`config.mk`:
```
export PLATFORM = sky130hd
export DESIGN_NAME = sram_burst_seq
export DESIGN_NICKNAME = d
export VERILOG_FILES = /design/src/rtl/sram_burst_seq.sv
export SDC_FILE = /design/constraint.sdc
export NUM_CORES = 1
export LEC_CHECK = 0
export BUFFER_PORTS_ARGS = -buffer_cell sky130_fd_sc_hd__buf_2
export CORE_ASPECT_RATIO = 1.1
export CORE_MARGIN = 2
export CORE_UTILIZATION = 50
export DETAILED_ROUTE_END_ITERATION = 16
export MAX_ROUTING_LAYER = met4
export PLACE_DENSITY = 0.83
export SYNTH_ARGS = -nofsm -noshare
export SYNTH_HDL_FRONTEND = slang
export SYNTH_SLANG_ARGS = --single-unit
```
`constraint.sdc`:
```
create_clock -name clk -period 3.44 [get_ports clk]
set_input_delay 0.516 -clock clk [delete_from_list [all_inputs] [get_ports clk]]
set_output_delay 0.516 -clock clk [all_outputs]
set_load 0.02 [all_outputs]
```
`src/rtl/sram_burst_seq.sv`:
```
`default_nettype none
// ============================================================================
// Module  : sram_burst_seq
// Purpose : Burst sequencer in front of the SRAM controller. Accepts read or
//           write burst requests (start address + length), splits each burst
//           into single-word accesses with fixed enable/strobe hold times and
//           a one-cycle gap, auto-incrementing (and wrapping) the address.
//           Write words arrive over a valid/ready handshake; read words are
//           returned as one-cycle rd_valid pulses.
// Ports   : clk, rst_n                       clock, async active-low reset
//           req_valid/req_ready/req_write/req_addr/req_len  burst request
//           wr_valid/wr_ready/wr_data        write-data stream
//           rd_valid/rd_data                 read-data pulses
//           done, busy                       burst status
//           ctrl_en/ctrl_write/ctrl_read/ctrl_addr/ctrl_data_in/ctrl_data_out
//                                            SRAM controller side
// Revision: 1.0  initial release
// ============================================================================
module sram_burst_seq #(
  parameter int ADDR_W = 19,
  parameter int DATA_W = 16,
  parameter int LEN_W  = 8,
  parameter int WR_CYC = 2,
  parameter int RD_CYC = 2
) (
  input  logic              clk,
  input  logic              rst_n,
  input  logic              req_valid,
  output logic              req_ready,
  input  logic              req_write,
  input  logic [ADDR_W-1:0] req_addr,
  input  logic [LEN_W-1:0]  req_len,
  input  logic              wr_valid,
  output logic              wr_ready,
  input  logic [DATA_W-1:0] wr_data,
  output logic              rd_valid,
  output logic [DATA_W-1:0] rd_data,
  output logic              done,
  output logic              busy,
  output logic              ctrl_en,
  output logic              ctrl_write,
  output logic              ctrl_read,
  output logic [ADDR_W-1:0] ctrl_addr,
  output logic [DATA_W-1:0] ctrl_data_in,
  input  logic [DATA_W-1:0] ctrl_data_out
);

  // Hold counter runs 0..N-1 across a WRITE/READ dwell, so clog2 of the
  // longer dwell is enough bits (minimum one).
  localparam int c_hold_max = (WR_CYC > RD_CYC) ? WR_CYC : RD_CYC;
  localparam int c_hold_w   = (c_hold_max > 1) ? $clog2(c_hold_max) : 1;
  localparam logic [c_hold_w-1:0] c_wr_last = c_hold_w'(WR_CYC - 1);
  localparam logic [c_hold_w-1:0] c_rd_last = c_hold_w'(RD_CYC - 1);

  typedef enum logic [2:0] {
    ST_IDLE  = 3'd0,
    ST_WDATA = 3'd1,
    ST_WRITE = 3'd2,
    ST_GAP   = 3'd3,
    ST_READ  = 3'd4,
    ST_CAP   = 3'd5
  } state_t;

  state_t              r_state,     w_state_nxt;
  logic [c_hold_w-1:0] r_hold,      w_hold_nxt;
  logic [ADDR_W-1:0]   r_cur_addr,  w_cur_addr_nxt;
  logic [LEN_W-1:0]    r_remaining, w_remaining_nxt;
  logic [DATA_W-1:0]   r_data_in,   w_data_in_nxt;
  logic [DATA_W-1:0]   r_rd_data,   w_rd_data_nxt;
  logic                r_rd_valid,  w_rd_valid_nxt;
  logic                r_done,      w_done_nxt;

  // State register and datapath registers
  always_ff @(posedge clk or negedge rst_n) begin
    if (!rst_n) begin
      r_state     <= ST_IDLE;
      r_hold      <= '0;
      r_cur_addr  <= '0;
      r_remaining <= '0;
      r_data_in   <= '0;
      r_rd_data   <= '0;
      r_rd_valid  <= 1'b0;
      r_done      <= 1'b0;
    end else begin
      r_state     <= w_state_nxt;
      r_hold      <= w_hold_nxt;
      r_cur_addr  <= w_cur_addr_nxt;
      r_remaining <= w_remaining_nxt;
      r_data_in   <= w_data_in_nxt;
      r_rd_data   <= w_rd_data_nxt;
      r_rd_valid  <= w_rd_valid_nxt;
      r_done      <= w_done_nxt;
    end
  end

  // Next-state and next-datapath logic
  always_comb begin
    w_state_nxt     = r_state;
    w_hold_nxt      = r_hold;
    w_cur_addr_nxt  = r_cur_addr;
    w_remaining_nxt = r_remaining;
    w_data_in_nxt   = r_data_in;
    w_rd_data_nxt   = r_rd_data;
    w_rd_valid_nxt  = 1'b0;
    w_done_nxt      = 1'b0;

    case (r_state)
      ST_IDLE: begin
        if (req_valid) begin
          w_cur_addr_nxt  = req_addr;
          w_remaining_nxt = req_len;
          w_hold_nxt      = '0;
          w_state_nxt     = req_write ? ST_WDATA : ST_READ;
        end
      end

      ST_WDATA: begin
        if (wr_valid) begin
          w_data_in_nxt = wr_data;
          w_hold_nxt    = '0;
          w_state_nxt   = ST_WRITE;
        end
      end

      ST_WRITE: begin
        if (r_hold == c_wr_last) begin
          w_state_nxt = ST_GAP;
        end else begin
          w_hold_nxt = r_hold + 1'b1;
        end
      end

      // Address advances on leaving the gap so ctrl_addr stays put for the
      // whole word including its gap cycle.
      ST_GAP: begin
        w_cur_addr_nxt = r_cur_addr + 1'b1;
        if (r_remaining == '0) begin
          w_done_nxt  = 1'b1;
          w_state_nxt = ST_IDLE;
        end else begin
          w_remaining_nxt = r_remaining - 1'b1;
          w_state_nxt     = ST_WDATA;
        end
      end

      ST_READ: begin
        if (r_hold == c_rd_last) begin
          w_state_nxt = ST_CAP;
        end else begin
          w_hold_nxt = r_hold + 1'b1;
        end
      end

      // The controller has already latched the word on the negedge during
      // READ, so ctrl_data_out is settled throughout CAP.
      ST_CAP: begin
        w_rd_data_nxt  = ctrl_data_out;
        w_rd_valid_nxt = 1'b1;
        w_cur_addr_nxt = r_cur_addr + 1'b1;
        if (r_remaining == '0) begin
          w_done_nxt  = 1'b1;
          w_state_nxt = ST_IDLE;
        end else begin
          w_remaining_nxt = r_remaining - 1'b1;
          w_hold_nxt      = '0;
          w_state_nxt     = ST_READ;
        end
      end

      default: begin
        w_state_nxt = ST_IDLE;
      end
    endcase
  end

  // Outputs: decoded from the state register or driven straight from
  // registers, so nothing on the port side depends combinationally on inputs.
  assign req_ready    = (r_state == ST_IDLE);
  assign busy         = (r_state != ST_IDLE);
  assign wr_ready     = (r_state == ST_WDATA);
  assign ctrl_write   = (r_state == ST_WRITE);
  assign ctrl_read    = (r_state == ST_READ);
  assign ctrl_en      = ctrl_write | ctrl_read;
  assign ctrl_addr    = r_cur_addr;
  assign ctrl_data_in = r_data_in;
  assign rd_data      = r_rd_data;
  assign rd_valid     = r_rd_valid;
  assign done         = r_done;

endmodule
`default_nettype wire

```
=== Yosys cells after proc, flatten, opt, wreduce, memory -nomap -nowiden ===
Cells that the tools add are included.

* Flip-flop bits (word level): 65
* Latch bits: 0
* RAM bits: 0
* ROM bits: 0
* Input port bits: 64
* Memories: 0

* Add/subtract/negate cells: 3
* $mul: 0
* Div/mod/pow operators: 0
* Magnitude comparators: 0
* Equality and inequality tests: 11
* Shift-type cells: 0
* Mux-type cells: 21
* Bitwise gates (word level): 1
* Reduce and logical (&&, ||, !) cells: 12

{| class="wikitable"
|+ Operators with widths
! cell !! count
|-
| $pmux W19 S2 || 1
|-
| $add A19 B1 Y19 const B || 1
|-
| $mux W19 || 1
|-
| $mux W3 || 6
|-
| $pmux W3 S6 || 1
|-
| $mux W8 || 2
|-
| $pmux W8 S2 || 1
|-
| $logic_not A8 Y1 || 1
|-
| $mux W1 || 8
|-
| $ne A2 B2 Y1 const B || 4
|-
| $reduce_and A4 Y1 || 2
|-
| $sub A8 B1 Y8 const B || 1
|-
| $eq A3 B2 Y1 const B || 2
|-
| $eq A3 B3 Y1 const B || 2
|-
| $ne A2 B1 Y1 const B || 2
|-
| $pmux W1 S4 || 1
|-
| $reduce_and A2 Y1 || 2
|-
| $reduce_bool A4 Y1 || 1
|-
| $reduce_or A2 Y1 || 2
|-
| $eq A3 B1 Y1 const B || 1
|-
| $logic_not A3 Y1 || 1
|-
| $reduce_and A3 Y1 || 1
|-
| $reduce_bool A3 Y1 || 1
|-
| $reduce_bool A2 Y1 || 1
|-
| 2 further kinds || 2
|}

=== Depth between registers and ports, before layout ===
* Depth in word-level cells: 4
* Mapped depth: 7

=== Worst setup path after synthesis ===
No wires, ideal clock.

* Kind: register to output
* Start: register r_state[1]
* End: output busy
* Arrival: 1.446 ns
* Required time: 2.924 ns
* Setup slack: 1.478 ns
* Stages on the path, launching flop included: 4
* Buffers on the path: 1
* Cells stage by stage: dfrtp_1 > clkbuf_1 > nor3_1 > inv_1

* Longest elaborated chain between the ends: 1

{| class="wikitable"
|+ RTL lines
! item !! RTL line !! text
|-
| start, declared || 64 || <nowiki>state_t r_state, w_state_nxt;</nowiki>
|-
| start signal, assigned || 85 || <nowiki>r_state <= w_state_nxt;</nowiki>
|-
| $reduce_bool A3 Y1 || 179 || <nowiki>assign busy = (r_state != ST_IDLE);</nowiki>
|-
| end, declared || 39 || <nowiki>output logic busy,</nowiki>
|}

No other way between the ends.

=== Worst setup path in the final report ===
* Start: register r_state[2]
* End: register r_cur_addr[4], in the netlist ctrl_addr[4]

* Longest elaborated chain between the ends: 4
* Elaborated cells between the ends (all ways): 8
* Classes of those cells: 3 x eq/ne; 1 x mux; 4 x reduce/logical

{| class="wikitable"
|+ RTL lines
! item !! RTL line !! text
|-
| $eq A3 B3 Y1 or $eq A3 B2 Y1 (tied branches) || 107 || <nowiki>case (r_state)</nowiki>
|-
| $reduce_or A2 Y1 (no source line) || - ||
|-
| $reduce_bool A2 Y1 (no source line) || - ||
|-
| $reduce_and A2 Y1 (no source line) || - ||
|-
| end signal, assigned || 87 || <nowiki>r_cur_addr <= w_cur_addr_nxt;</nowiki>
|-
| end, declared || 66 || <nowiki>logic [ADDR_W-1:0] r_cur_addr, w_cur_addr_nxt;</nowiki>
|}

Several ways; a longest one is shown, not always the timed one.
A chain may end at the register's enable or synchronous reset.

==> flow_summary.json <==
{
  "status": "complete, no violations",
  "nets": 505,
  "stdcell_area_um2": 4232,
  "clock_latency_ns": 0.34,
  "synth_cells": 325,
  "finalCritPeriodShare": 0.7107,
  "path_cells": "xor2_2 -> buf_4 -> and2_1 -> buf_4 -> a21oi_1 -> a2bb2oi_1",
  "drv_cap": 0,
  "synth.area.top_cells": "dfrtp_1, mux2_2, a21oi_1, nand3_1, nand4_1",
  "cts_root_buffer": "clkbuf_8",
  "dr.pass1.iters": 4,
  "grt_overflow": 0,
  "placed_area_um2": 4013,
  "fmax_ghz": 0.4091,
  "synth_area_per_cell_um2": 10.41,
  "netSwitchingPower_w": 0.002076,
  "synth_top_area_share": 0.4806,
  "cts_tree": "done",
  "arrival_ns": 2.66,
  "drt-total-wl_um": 8345,
  "r2r_setup_slack_ns": 1.0,
  "clk_path_buf_depth": 2,
  "setup_tns_ns": 0,
  "antennaDiodeCount": 0,
  "h-tree-depth": 3,
  "hold_buffers": 0,
  "seq_power_share": 0.335,
  "drc_errors": 0,
  "synth-main-ff-cell": "dfrtp_1",
  "fin_skew_ns": 0.007677,
  "crit_required_ns": 3.66,
  "syn_area_um2": 3384,
  "synth_edf_count": 0,
  "num_vias": 3040,
  "vdd_drop_max_mv": 0.5833,
  "grt_pass1_wl_um": 13250,
  "ios": 123,
  "die_w_um": 82.45,
  "slew_headroom": 0.2868,
  "grt_antenna_before_repair": 0,
  "critPathLaunchType": "register",
  "slowest_delay_ns": 0.68,
  "die-area_um2": 7444,
  "intPower_w": 0.002524,
  "cts-buffers-inserted": 9,
  "grt_use_total": 0.2347,
  "busiest_layer": "met2",
  "slew_viol_final": 0,
  "met2_usage": 0.3636,
  "dp_hpwl_um": 5961,
  "combinationalPowerShare": 0.508,
  "die_h_um": 90.29,
  "path_clk_slew_ns": 0.08,
  "design.core.area_um2": 6555,
  "io_buffers": 122,
  "worst-slew-pin-transition_ns": 1.055,
  "power.density_nw_per_um2": 1087,
  "crit_top_cell": "buf_4",
  "drt_iter0_drc": 176,
  "cp-end-kind": "register",
  "crit_path_max_fanout": 21,
  "postCtsSetupBuffers": 0,
  "ant_nets": 0,
  "syn_to_final_growth_pct": 25.03,
  "grt_max_degree": 45,
  "power.leakage_nw": 1.991,
  "post_drt_wl_per_cell_um": 15.90,
  "p_clk_frac": 0.157,
  "avgViaCountPerCell": 5.790,
  "drive_above_1_share": 0.4063,
  "hold_viol_final": 0,
  "synth_top_cell_by_area": "dfrtp_1",
  "yosys_warnings": 0,
  "fin_crit_ns": 2.445,
  "rows": 31,
  "grt.met1_usage": 0.3028,
  "syn_nets": 392,
  "sw_frac_of_total": 0.4514,
  "ys_ff_latch": 65,
  "place_congestion": 0.8985,
  "setup_violations": 0,
  "async_flop_share": 1.000,
  "initial_core_util": 0.5163,
  "clock_sinks": 65,
  "slowest_stage": "dfrtp_1",
  "yosysSeqAreaShare": 0.4806,
  "synth_cell_types": 50,
  "hold_path_class": "in2async",
  "grt_util_met3": 0.05400,
  "grt_setup_unrepaired": "false",
  "crit_type": "reg2reg",
  "grt_pass1_vias": 2842,
  "postCtsResizedCells": 0
}
[per-layer routing]
| metal | vias up | wire [um] |
|---|---|---|
| li1 | 1445 | - |
| met5 | - | 0 |
| met3 | 11 | 558 |
| met2 | 119 | 4299 |
| met1 | 1465 | 3380 |
| met4 | 0 | 106 |
[path summary, 6_finish.rpt]
check                           startpoint              end  cells past startpoint
min reg2reg                ctrl_data_in[6]  ctrl_data_in[6]                      1
max                             r_state[2]     ctrl_addr[4]                      6
max in group asynchronous            rst_n    ctrl_addr[17]                      2
max reg2reg                     r_state[2]     ctrl_addr[4]                      6
min in group clk                wr_data[2]  ctrl_data_in[2]                      2
min                                  rst_n       rd_data[1]                      1
[critical path: cells and delay by family (launching register included)]
kind / cells / cell delay (ns)
DFF: 1 / 0.68
and+or+nand+nor: 1 / 0.68
buffers and inverters: 2 / 0.54
AOI/OAI and AO/OA: 2 / 0.24
xor gates and xnor gates: 1 / 0.17
[area by class of cell]
class	count	area, um2
Sequential cell	65	1627
Clock inverter	6	91.34
Multi-Input combinational cell	222	1590
Inverter	14	52.55
Timing Repair Buffer	126	640.6
Fill cell	530	2323
Tap cell	82	102.6
Clock buffer	10	127.6
[synthesized netlist by cell type, types with 4 or more instances]
cell type   n
and3_1      6
mux2i_1     4
o22ai_1     9
o2bb2ai_1   4
nand2_1    16
a31oi_1     6
mux2_2     33
nor3_1      5
inv_1      14
nand4_1    12
nand3_1    20
nor2_1     10
a21oi_1    21
a2bb2oi_1   8
clkbuf_1    7
a22oi_1     4
and4_1      6
buf_2      14
o21ai_0    14
dfrtp_1    65
[logic make-up (layout without fill, tap and decap cells)]
logic type	count (synthesis)	after routing	share of synthesized area
simple gates	95	95	0.1601
compound gates	86	86	0.1723
flops	65	65	0.4806
buf+inv	38	156	0.04954
mux	37	37	0.1216
fa+ha+maj	3	3	0.01109
xor+xnor	1	1	0.004807
[placed cells by master (no fill, tap or decap), types with 3 or more instances in the layout]
cell type  synthesis  layout
nand2_1           16      16
nand3_1           20      20
a22oi_1            4       4
nor3_1             5       5
nand2b_1           3       3
buf_4              2       4
a31oi_1            6       6
dfrtp_1           65      65
o22ai_1            9       9
o22a_1             3       3
inv_1             14      14
o2bb2ai_1          4       4
o211a_1            3       3
mux2_2            33      33
ha_1               3       3
nor2_1            10      10
nand4_1           12      12
a21oi_1           21      21
buf_2             14     122
o21ai_0           14      14
mux2i_1            4       4
and3_1             6       6
and4_1             6       6
clkbuf_8           0       9
a2bb2oi_1          8       8
[registers in the layout, summed over array words and instances, names as in the netlist]
name and flops:
ctrl_addr 19, ctrl_data_in 16, done 1, r_hold 1
r_remaining 8, r_state 3, rd_data 16, rd_valid 1
[power groups by stage]
stage | Sequential (W) | Combinational, W | Clock (W)
after floorplan | 0.00178 | 0.00143 | 0
after global placement | 0.00152 | 0.00228 | 0
after detailed placement | 0.00155 | 0.00234 | 0
after CTS | 0.00153 | 0.00235 | 0.000734
after global routing | 0.00160 | 0.00254 | 0.000774
final | 0.00154 | 0.00234 | 0.000723
[per-stage QoR]
stage	worst slack (ns)	hold WS [ns]	std cells	utilization	power, W
after global placement	1.100	0.4833	509	0.6121	0.003806
final	0.9954	0.1278	525	0.6455	0.004600
after floorplan	1.478	0.2204	325	-	0.003215
after global routing	0.7586	0.1373	525	0.6455	0.004920
after detailed placement	1.003	0.4840	509	0.6121	0.003890
after CTS	0.9991	0.1259	525	0.6455	0.004616
(Power assumes the default switching activity.)
